===== config.mk =====
export PLATFORM = sky130hd
export DESIGN_NAME = pipeline_hazard_controller_flat
export DESIGN_NICKNAME = d
export VERILOG_FILES = /design/src/rtl/pipeline_hazard_controller_if.sv /design/src/rtl/pipeline_hazard_controller.sv /design/src/flat_wrapper.sv
export SDC_FILE = /design/constraint.sdc
export NUM_CORES = 1
export LEC_CHECK = 0
export ABC_CLOCK_PERIOD_IN_PS = 2200
export CORE_MARGIN = 2
export CORE_UTILIZATION = 25
export CTS_BUF_LIST = sky130_fd_sc_hd__clkbuf_16
export CTS_CLUSTER_SIZE = 8
export DETAILED_ROUTE_END_ITERATION = 8
export GPL_TIMING_DRIVEN = 0
export PLACE_DENSITY = 0.49
export SETUP_SLACK_MARGIN = 0.1
export SYNTH_ARGS = -nofsm -noshare
export SYNTH_HDL_FRONTEND = slang
export SYNTH_SLANG_ARGS = --single-unit

===== constraint.sdc =====
create_clock -name clock -period 2.2 [get_ports clock]
set_clock_uncertainty 0.05 [all_clocks]
set_input_delay 0.33 -clock clock [delete_from_list [all_inputs] [get_ports clock]]
set_output_delay 0.33 -clock clock [all_outputs]
set_load 0.02 [all_outputs]

===== src/rtl/pipeline_hazard_controller_if.sv =====
// Hazard request / pipeline control bundle between the core datapath and the
// pipeline_hazard_controller.
//   load_use   : decode detected a load-use dependency
//   redirect   : execute resolved a PC redirect
//   mem_busy   : memory stage waiting on data memory
//   fetch_busy : instruction memory has no valid word
//   stall[k]   : hold pipeline register k (0=F/D, 1=D/E, 2=E/M, 3=M/W)
//   flush[k]   : load NOP into pipeline register k
// master = datapath side (raises requests), slave = controller side.
interface pipeline_hazard_controller_if #(
    parameter int unsigned NUM_STAGES = 5
);
    logic                  load_use;
    logic                  redirect;
    logic                  mem_busy;
    logic                  fetch_busy;
    logic [NUM_STAGES-2:0] stall;
    logic [NUM_STAGES-2:0] flush;

    modport master (
        output load_use, redirect, mem_busy, fetch_busy,
        input  stall, flush
    );

    modport slave (
        input  load_use, redirect, mem_busy, fetch_busy,
        output stall, flush
    );
endinterface


===== src/rtl/pipeline_hazard_controller.sv =====
// Central stall/flush generator for the in-order core's pipeline registers.
// Outputs are Mealy (current state + inputs), so a request seen in cycle N
// takes effect at the clock edge ending cycle N. A small FSM with a
// down-counter stretches redirect flushes and load-use stalls over several
// cycles; a memory wait freezes whatever was in progress and resumes it.
// Ports:
//   clock        : core clock, rising edge
//   reset        : asynchronous, active-low
//   hz           : request/control bundle (slave side)
//   state        : RUN=0, HAZARD=1, FLUSH=2, MEM_WAIT=3
//   stall_cycles : saturating count of cycles with any stall bit set
//   scan         : enables capture of internals into the scan snapshot
module pipeline_hazard_controller #(
    parameter int unsigned CORE                = 0,
    parameter int unsigned NUM_STAGES          = 5,
    parameter int unsigned FLUSH_CYCLES        = 1,
    parameter int unsigned HAZARD_STALL_CYCLES = 1,
    parameter int unsigned SCAN_CYCLES_MIN     = 1,
    parameter int unsigned SCAN_CYCLES_MAX     = 1000
) (
    input  logic                         clock,
    input  logic                         reset,
    pipeline_hazard_controller_if.slave  hz,
    output logic [1:0]                   state,
    output logic [31:0]                  stall_cycles,
    input  logic                         scan
);

    localparam int unsigned NREG = NUM_STAGES - 1;
    localparam int unsigned T    = NUM_STAGES - 2;
    localparam int unsigned MAXC = (FLUSH_CYCLES > HAZARD_STALL_CYCLES) ?
                                   FLUSH_CYCLES : HAZARD_STALL_CYCLES;
    localparam int unsigned CW   = $clog2(MAXC + 1);
    localparam int unsigned SW   = 8 + 2 + CW + 2 * NREG;

    localparam logic [NREG-1:0] ONE        = {{(NREG-1){1'b0}}, 1'b1};
    localparam logic [NREG-1:0] MEMP_STALL = (ONE << T) - ONE;
    localparam logic [NREG-1:0] MEMP_FLUSH = ONE << T;
    localparam logic [NREG-1:0] REDP_FLUSH = (ONE << 2) - ONE;
    localparam logic [NREG-1:0] LUP_STALL  = ONE;
    localparam logic [NREG-1:0] LUP_FLUSH  = ONE << 1;
    localparam logic [NREG-1:0] FETP_FLUSH = ONE;
    localparam logic [CW-1:0]   FLUSH_LOAD = CW'(FLUSH_CYCLES - 1);
    localparam logic [CW-1:0]   HAZ_LOAD   = CW'(HAZARD_STALL_CYCLES - 1);
    localparam logic [CW-1:0]   CNT_ONE    = CW'(1);

    typedef enum logic [1:0] {
        StRun     = 2'd0,
        StHazard  = 2'd1,
        StFlush   = 2'd2,
        StMemWait = 2'd3
    } state_e;

    state_e          state_q, state_d;
    state_e          resume_state_q, resume_state_d;
    state_e          eff_state;
    logic [CW-1:0]   cnt_q, cnt_d;
    logic [CW-1:0]   resume_cnt_q, resume_cnt_d;
    logic [CW-1:0]   eff_cnt;
    logic [NREG-1:0] stall_v, flush_v;
    logic [31:0]     stall_cycles_q;
    logic [31:0]     scan_cyc_q;
    logic            scan_hit;
    logic [SW-1:0]   scan_snap_q;

    always_comb begin
        state_d        = state_q;
        cnt_d          = cnt_q;
        resume_state_d = resume_state_q;
        resume_cnt_d   = resume_cnt_q;
        stall_v        = '0;
        flush_v        = '0;
        // While parked in MEM_WAIT, behave as the interrupted state.
        eff_state      = state_q;
        eff_cnt        = cnt_q;
        if (state_q == StMemWait) begin
            eff_state = resume_state_q;
            eff_cnt   = resume_cnt_q;
        end

        if (hz.mem_busy) begin
            stall_v = MEMP_STALL;
            flush_v = MEMP_FLUSH;
            state_d = StMemWait;
            if (state_q != StMemWait) begin
                resume_state_d = state_q;
                resume_cnt_d   = cnt_q;
            end
        end else begin
            state_d = eff_state;
            cnt_d   = eff_cnt;
            if (hz.redirect) begin
                // Same response from RUN, HAZARD and FLUSH (restart in FLUSH).
                flush_v = REDP_FLUSH;
                if (FLUSH_CYCLES > 1) begin
                    state_d = StFlush;
                    cnt_d   = FLUSH_LOAD;
                end else begin
                    state_d = StRun;
                    cnt_d   = '0;
                end
            end else begin
                case (eff_state)
                    StHazard: begin
                        stall_v = LUP_STALL;
                        flush_v = LUP_FLUSH;
                        if (eff_cnt <= CNT_ONE) begin
                            state_d = StRun;
                            cnt_d   = '0;
                        end else begin
                            cnt_d = eff_cnt - CNT_ONE;
                        end
                    end
                    StFlush: begin
                        // FLP and FETP both flush F/D; load_use is ignored here.
                        flush_v = FETP_FLUSH;
                        if (eff_cnt <= CNT_ONE) begin
                            state_d = StRun;
                            cnt_d   = '0;
                        end else begin
                            cnt_d = eff_cnt - CNT_ONE;
                        end
                    end
                    default: begin
                        if (hz.load_use) begin
                            stall_v = LUP_STALL;
                            flush_v = LUP_FLUSH;
                            if (HAZARD_STALL_CYCLES > 1) begin
                                state_d = StHazard;
                                cnt_d   = HAZ_LOAD;
                            end
                        end else if (hz.fetch_busy) begin
                            flush_v = FETP_FLUSH;
                        end
                    end
                endcase
            end
        end
    end

    always_ff @(posedge clock or negedge reset) begin
        if (!reset) begin
            state_q        <= StRun;
            cnt_q          <= '0;
            resume_state_q <= StRun;
            resume_cnt_q   <= '0;
            stall_cycles_q <= '0;
        end else begin
            state_q        <= state_d;
            cnt_q          <= cnt_d;
            resume_state_q <= resume_state_d;
            resume_cnt_q   <= resume_cnt_d;
            if (|stall_v && (stall_cycles_q != 32'hFFFF_FFFF)) begin
                stall_cycles_q <= stall_cycles_q + 32'd1;
            end
        end
    end

    // Scan: free-running cycle counter; inside the window the current
    // {CORE, state, cnt, stall, flush} is captured for debug probing.
    assign scan_hit = scan && (scan_cyc_q >= SCAN_CYCLES_MIN) &&
                      (scan_cyc_q <= SCAN_CYCLES_MAX);

    always_ff @(posedge clock or negedge reset) begin
        if (!reset) begin
            scan_cyc_q  <= '0;
            scan_snap_q <= '0;
        end else begin
            scan_cyc_q  <= scan_cyc_q + 32'd1;
            scan_snap_q <= scan_hit ? {8'(CORE), state_q, cnt_q, stall_v, flush_v}
                                    : scan_snap_q;
        end
    end

    // Mealy outputs are forced quiet while reset is held, whatever the inputs.
    assign hz.stall     = reset ? stall_v : '0;
    assign hz.flush     = reset ? flush_v : '0;
    assign state        = state_q;
    assign stall_cycles = stall_cycles_q;

endmodule


===== src/flat_wrapper.sv =====
// flat-port wrapper written by rule: the top's interface ports become plain ports
module pipeline_hazard_controller_flat 
#(
    parameter int unsigned CORE                = 0,
    parameter int unsigned NUM_STAGES          = 5,
    parameter int unsigned FLUSH_CYCLES        = 1,
    parameter int unsigned HAZARD_STALL_CYCLES = 1,
    parameter int unsigned SCAN_CYCLES_MIN     = 1,
    parameter int unsigned SCAN_CYCLES_MAX     = 1000
)
  (clock, reset, state, stall_cycles, scan, hz_load_use, hz_redirect, hz_mem_busy, hz_fetch_busy, hz_stall, hz_flush);
  pipeline_hazard_controller_if #(.NUM_STAGES(NUM_STAGES)) hz_i ();
  input  logic clock;
  input  logic reset;
  output logic [1:0] state;
  output logic [31:0] stall_cycles;
  input  logic scan;
  input wire logic [$bits(hz_i.load_use)-1:0] hz_load_use;
  input wire logic [$bits(hz_i.redirect)-1:0] hz_redirect;
  input wire logic [$bits(hz_i.mem_busy)-1:0] hz_mem_busy;
  input wire logic [$bits(hz_i.fetch_busy)-1:0] hz_fetch_busy;
  output wire logic [$bits(hz_i.stall)-1:0] hz_stall;
  output wire logic [$bits(hz_i.flush)-1:0] hz_flush;
  assign hz_i.load_use = hz_load_use;
  assign hz_i.redirect = hz_redirect;
  assign hz_i.mem_busy = hz_mem_busy;
  assign hz_i.fetch_busy = hz_fetch_busy;
  assign hz_stall = hz_i.stall;
  assign hz_flush = hz_i.flush;
  pipeline_hazard_controller #(.CORE(CORE), .NUM_STAGES(NUM_STAGES), .FLUSH_CYCLES(FLUSH_CYCLES), .HAZARD_STALL_CYCLES(HAZARD_STALL_CYCLES), .SCAN_CYCLES_MIN(SCAN_CYCLES_MIN), .SCAN_CYCLES_MAX(SCAN_CYCLES_MAX)) u_core (.clock(clock), .reset(reset), .hz(hz_i), .state(state), .stall_cycles(stall_cycles), .scan(scan));
endmodule

* Word level (Yosys, flattened, before mapping)
Cells that the tools add are included.
** Cells by class
- Add/subtract/negate cells :: 2
- $lt $le $gt $ge :: 1
- Equal/unequal tests :: 5
- Multiplexer cells :: 20
- Reductions and logical operators :: 4
** Operator list (count)
- 32-bit by 1-bit adder with 32-bit output, second input constant :: 1
- 32-bit inequality test, second input constant :: 1
- 4-bit 2-to-1 mux :: 7
- 4-bit case mux with 2 select lines :: 2
- 2-bit 2-to-1 mux :: 5
- 1-bit 2-to-1 mux :: 6
- 2-bit equality test, second input constant :: 2
- 4-bit OR reduction :: 1
- 2-bit by 1-bit equality test with 1-bit output, second input constant :: 1
- 2-bit inequality test, second input constant :: 1
- 2-bit AND reduction :: 1
- 2-bit OR reduction :: 1
- 1-bit less-or-equal comparator, second input constant :: 1
- 1-bit logical AND :: 1
- 1-bit subtractor, second input constant :: 1
** Storage, ports and cells
- Bits in registers :: 38
- Input port bits :: 7
- Output and inout port bits :: 42

* Longest topological paths before layout
- Word-level depth :: 8
- Mapped depth :: 6

* Worst setup path before layout
OpenSTA, ideal clock, no wires.
- Kind :: register to register
- Start point :: register u_core.stall_cycles_q[0] (netlist: u_core.stall_cycles[0])
- End point :: register u_core.stall_cycles_q[28] (netlist: u_core.stall_cycles[28])
- Library setup time :: 130 ps
- Arrival :: 1725 ps
- Data required time :: 2020 ps
- Setup slack :: 295 ps
- Cell stages (with the launch flop) :: 7
- Buffers on the path :: 0
- Period minus slack after synthesis :: 1905 ps
- Cell sequence :: dfrtp_1 ha_1 and3_1 o21ai_1 a2111oi_4 nand4_1 xnor2_1
** On the way
- Word-level cells in the longest chain between the ends :: 2
- Elaborated cells between the ends (all ways) :: 3
- Classes of those cells :: 1 x add/sub; 1 x eq/ne; 1 x reduce/logical
** RTL lines
- start: declaration :: RTL line pipeline_hazard_controller.sv:61 : logic [31:0] stall_cycles_q;
- start signal: assignment :: RTL line pipeline_hazard_controller.sv:154 : stall_cycles_q <= stall_cycles_q + 32'd1;
- branches (longest 2 deep; another with 32-bit by 1-bit adder with 32-bit output)
Several ways; the timed one is not identified.
A chain may end at the register's enable or synchronous reset.

* Worst setup path after layout
- Start point :: input port hz_load_use
- End point :: output port hz_stall[0]
** On the way
- Word-level cells in the longest chain between the ends :: 5
** RTL lines
- start: declaration :: RTL line flat_wrapper.sv:18 : input wire logic [$bits(hz_i.load_use)-1:0] hz_load_use;
- 1-bit 2-to-1 mux :: RTL line pipeline_hazard_controller.sv:125 : if (hz.load_use) begin
- 4-bit case mux with 2 select lines :: RTL line pipeline_hazard_controller.sv:103 : case (eff_state)
- 4-bit 2-to-1 mux :: RTL line pipeline_hazard_controller.sv:92 : if (hz.redirect) begin
- 4-bit 2-to-1 mux :: RTL line pipeline_hazard_controller.sv:81 : if (hz.mem_busy) begin
- 4-bit 2-to-1 mux :: RTL line pipeline_hazard_controller.sv:176 : assign hz.stall = reset ? stall_v : '0;
- end: declaration :: RTL line flat_wrapper.sv:22 : output wire logic [$bits(hz_i.stall)-1:0] hz_stall;
No other way between the ends.

==> results_dict.tcl <==
set metrics [dict create \
    outcome "finished, final reports clean" \
    fmax_ghz 0.485 \
    path_clk_slew_ns 0.05 \
    synth-edff-count 0 \
    ys_seq_elements 34 \
    cap_violations 0 \
    clock_latency_ns 0.28 \
    synth_top_cell_area_share_pct 48.1 \
    fp-row-count 30 \
    cts_root_buffer "clkbuf_16" \
    holdPathEnd "u_core.state[1]" \
    fin_util_pct 37.0 \
    required_ns 1.82 \
    detail-route-antenna-nets 0 \
    cts_sinks 34 \
    yosys.area.top_type "dfrtp_1" \
    die_width_um 88.1 \
    grt_pass1_vias 1356 \
    worstPathArrival_ns 1.68 \
    yosysWarnings 0 \
    ios 49 \
    antenna_found_initial 0 \
    yosysUniqueCellTypes 34 \
    start_kind "input pin" \
    syn_to_final_growth_pct 42.8 \
    synth.area.top_cells "dfrtp_1 (48%), xnor2_1 (12%), nand4_1 (5.0%)" \
    fin_nets 226 \
    overflow 0 \
    reg2regPathDepth 6 \
    hold_start "hz_mem_busy" \
    synth.yosys.seq_area_share_pct 48.1 \
    power.leakage_nw 1.03 \
    drtIter0Drc 59 \
    grt_max_degree 35 \
    die-area_mm2 0.00777 \
    met3WireLength_um 155 \
    wl_per_cell_um 12.8 \
    end_kind "primary output" \
    drive_gt1_share_pct 13.2 \
    drt_pass1_iterations 3 \
    grt_pass1_wl_mm 6.59 \
    setup_viol 0 \
    wl_mm 4.03 \
    final-max-slew-violation-count 0 \
    cts_tree "built" \
    syn_inst 162 \
    io_buffers 44 \
    die_h_um 88.1 \
    wl_met1_mm 1.97 \
    nFillCells 721 \
    numCtsBuffers 5 \
    r2r-start "u_core.stall_cycles[16]" \
    vias_per_cell 4.52 \
    postSynthAreaPerCell_um2 10.9 \
    final_common_cell "clkdlybuf4s50_1" \
    layout_setup_ws_ns 0.136 \
    hold_viol_final 0 \
    pre_cts_slack_ns -0.274 \
    via_count 1423 \
    ys.flop_type "dfrtp_1" \
    synthesis.area_mm2 0.00177 \
    r2r_end "u_core.stall_cycles[10]" \
    hold_class "in2reg" \
    fin_crit_sh_pct 93.8 \
    drc_errors 0 \
    wl_met2_mm 1.83 \
    dp_hpwl_mm 2.90 \
    r2r_slack_ns 0.23 \
    ctsLongestPathBuffers 2 \
    core_mm2 0.00683 \
    gr-usage-all-layers_pct 11.2 \
    period_needed_ns 2.06 \
    antenna_cells 0 \
    async_flop_share_pct 100 \
    critPathMaxFanout 5 \
    initial_utilization_pct 25.9 \
    p_per_area_mw_per_mm2 739 \
    peakVddDrop_mv 0.253 \
    highest_layer "met4" \
    crit_type "in2out" \
    htree_levels 2 \
    whs_path_depth 2 \
    final_cell_mix "clkdlybuf4s50_1 (42), dfrtp_1 (34), xnor2_1 (24)" \
    place_congestion 0.726 \
    rsz0062_at_grt "true" \
]
worst max path at each step:
stage	start	end	slack (ns)	cells after the start
floorplan	u_core.stall_cycles[0]	u_core.stall_cycles[28]	0.30	6
global placement	reset	hz_stall[1]	-1.19	4
detailed placement	hz_load_use	hz_stall[0]	-0.27	5
CTS	hz_load_use	hz_stall[0]	0.12	5
global route	hz_load_use	hz_stall[0]	0.08	5
finish	hz_load_use	hz_stall[0]	0.14	5
report_power, final:
group	switching (W)	internal [W]
Clock	0.000246	0.000408
Combinational	0.000205	0.000214
Sequential	0.000100	0.000694
Total	0.000551	0.00132
synthesized netlist by cell type (2+ instances only):
| cell type | count |
|---|---|
| a21oi_1 | 2 |
| a31oi_2 | 2 |
| and3_1 | 10 |
| and4_1 | 7 |
| buf_2 | 2 |
| buf_4 | 5 |
| dfrtp_1 | 34 |
| inv_1 | 3 |
| nand2_1 | 11 |
| nand2b_1 | 2 |
| nand3_1 | 10 |
| nand4_1 | 14 |
| nor2_1 | 8 |
| nor2b_1 | 2 |
| nor4_2 | 2 |
| o211ai_1 | 3 |
| xnor2_1 | 24 |
| xor2_1 | 5 |
per-stage QoR:
step           cells  power (W)  area, µm²  hold WS, ns  setup TNS (ns)
2_1_floorplan    163    0.00102       1770      -0.0156               0
3_3_place_gp     303    0.00122       2330        0.437          -10.95
3_5_place_dp     303    0.00122       2330        0.431           -1.88
4_1_cts          313    0.00190       2500        0.418               0
5_1_grt          315    0.00196       2530        0.454               0
6_report         315    0.00187       2530        0.430               0
state kept, by name, indices dropped and copies added (netlist names):
register / count
u_core.resume_state_q: 1
u_core.stall_cycles: 32
u_core.state: 1
per-layer routing:
layer / GRT usage [%] / up-vias
li1: - / 686
met1: 15.2 / 699
met2: 16.9 / 30
met3: 2.92 / 8
met4: 4.96 / 0
met5: 0 / -
worst max-delay path, stage by stage:
cell and delay [ns]:
clkdlybuf4s50_1 0.50, nor2b_2 0.26, nor2_1 0.14, nor2b_1 0.13, dlygate4sd2_1 0.33
cell families (layout without fill, tap and decap cells):
| kind of cell | after synthesis | in the layout | share of synthesized area [%] |
|---|---|---|---|
| AND/OR/NAND/NOR | 70 | 70 | 23.7 |
| flip-flops | 34 | 34 | 48.1 |
| XOR/XNOR | 29 | 29 | 14.4 |
| AO/OA/AOI/OAI | 15 | 15 | 8.77 |
| buffers and inverters | 11 | 67 | 3.54 |
| adder cells (fa/ha/maj) | 1 | 1 | 0.707 |
| other | 1 | 2 | 0.212 |
| multiplexers | 1 | 1 | 0.636 |
repair_timing:
item	in CTS	in global routing
pin swaps	0	1
cloned	0	0
hold buffers	2	0
setup buffers	0	2
setup endpoints to repair	8	7
gates resized for setup	3	1
endpoints found under the hold margin	34	0
layout make-up:
| class | count | area [µm²] | area share [%] |
|---|---|---|---|
| Clock buffer | 5 | 125 | 4.95 |
| Multi-Input combinational cell | 118 | 873 | 34.6 |
| Buffer | 8 | 51.3 | 2.03 |
| Tap cell | 96 | 120 | 4.75 |
| Sequential cell | 34 | 851 | 33.7 |
| Inverter | 3 | 11.3 | 0.446 |
| Clock inverter | 3 | 12.5 | 0.495 |
| Timing Repair Buffer | 48 | 482 | 19.1 |
(Power assumes the default switching activity.)
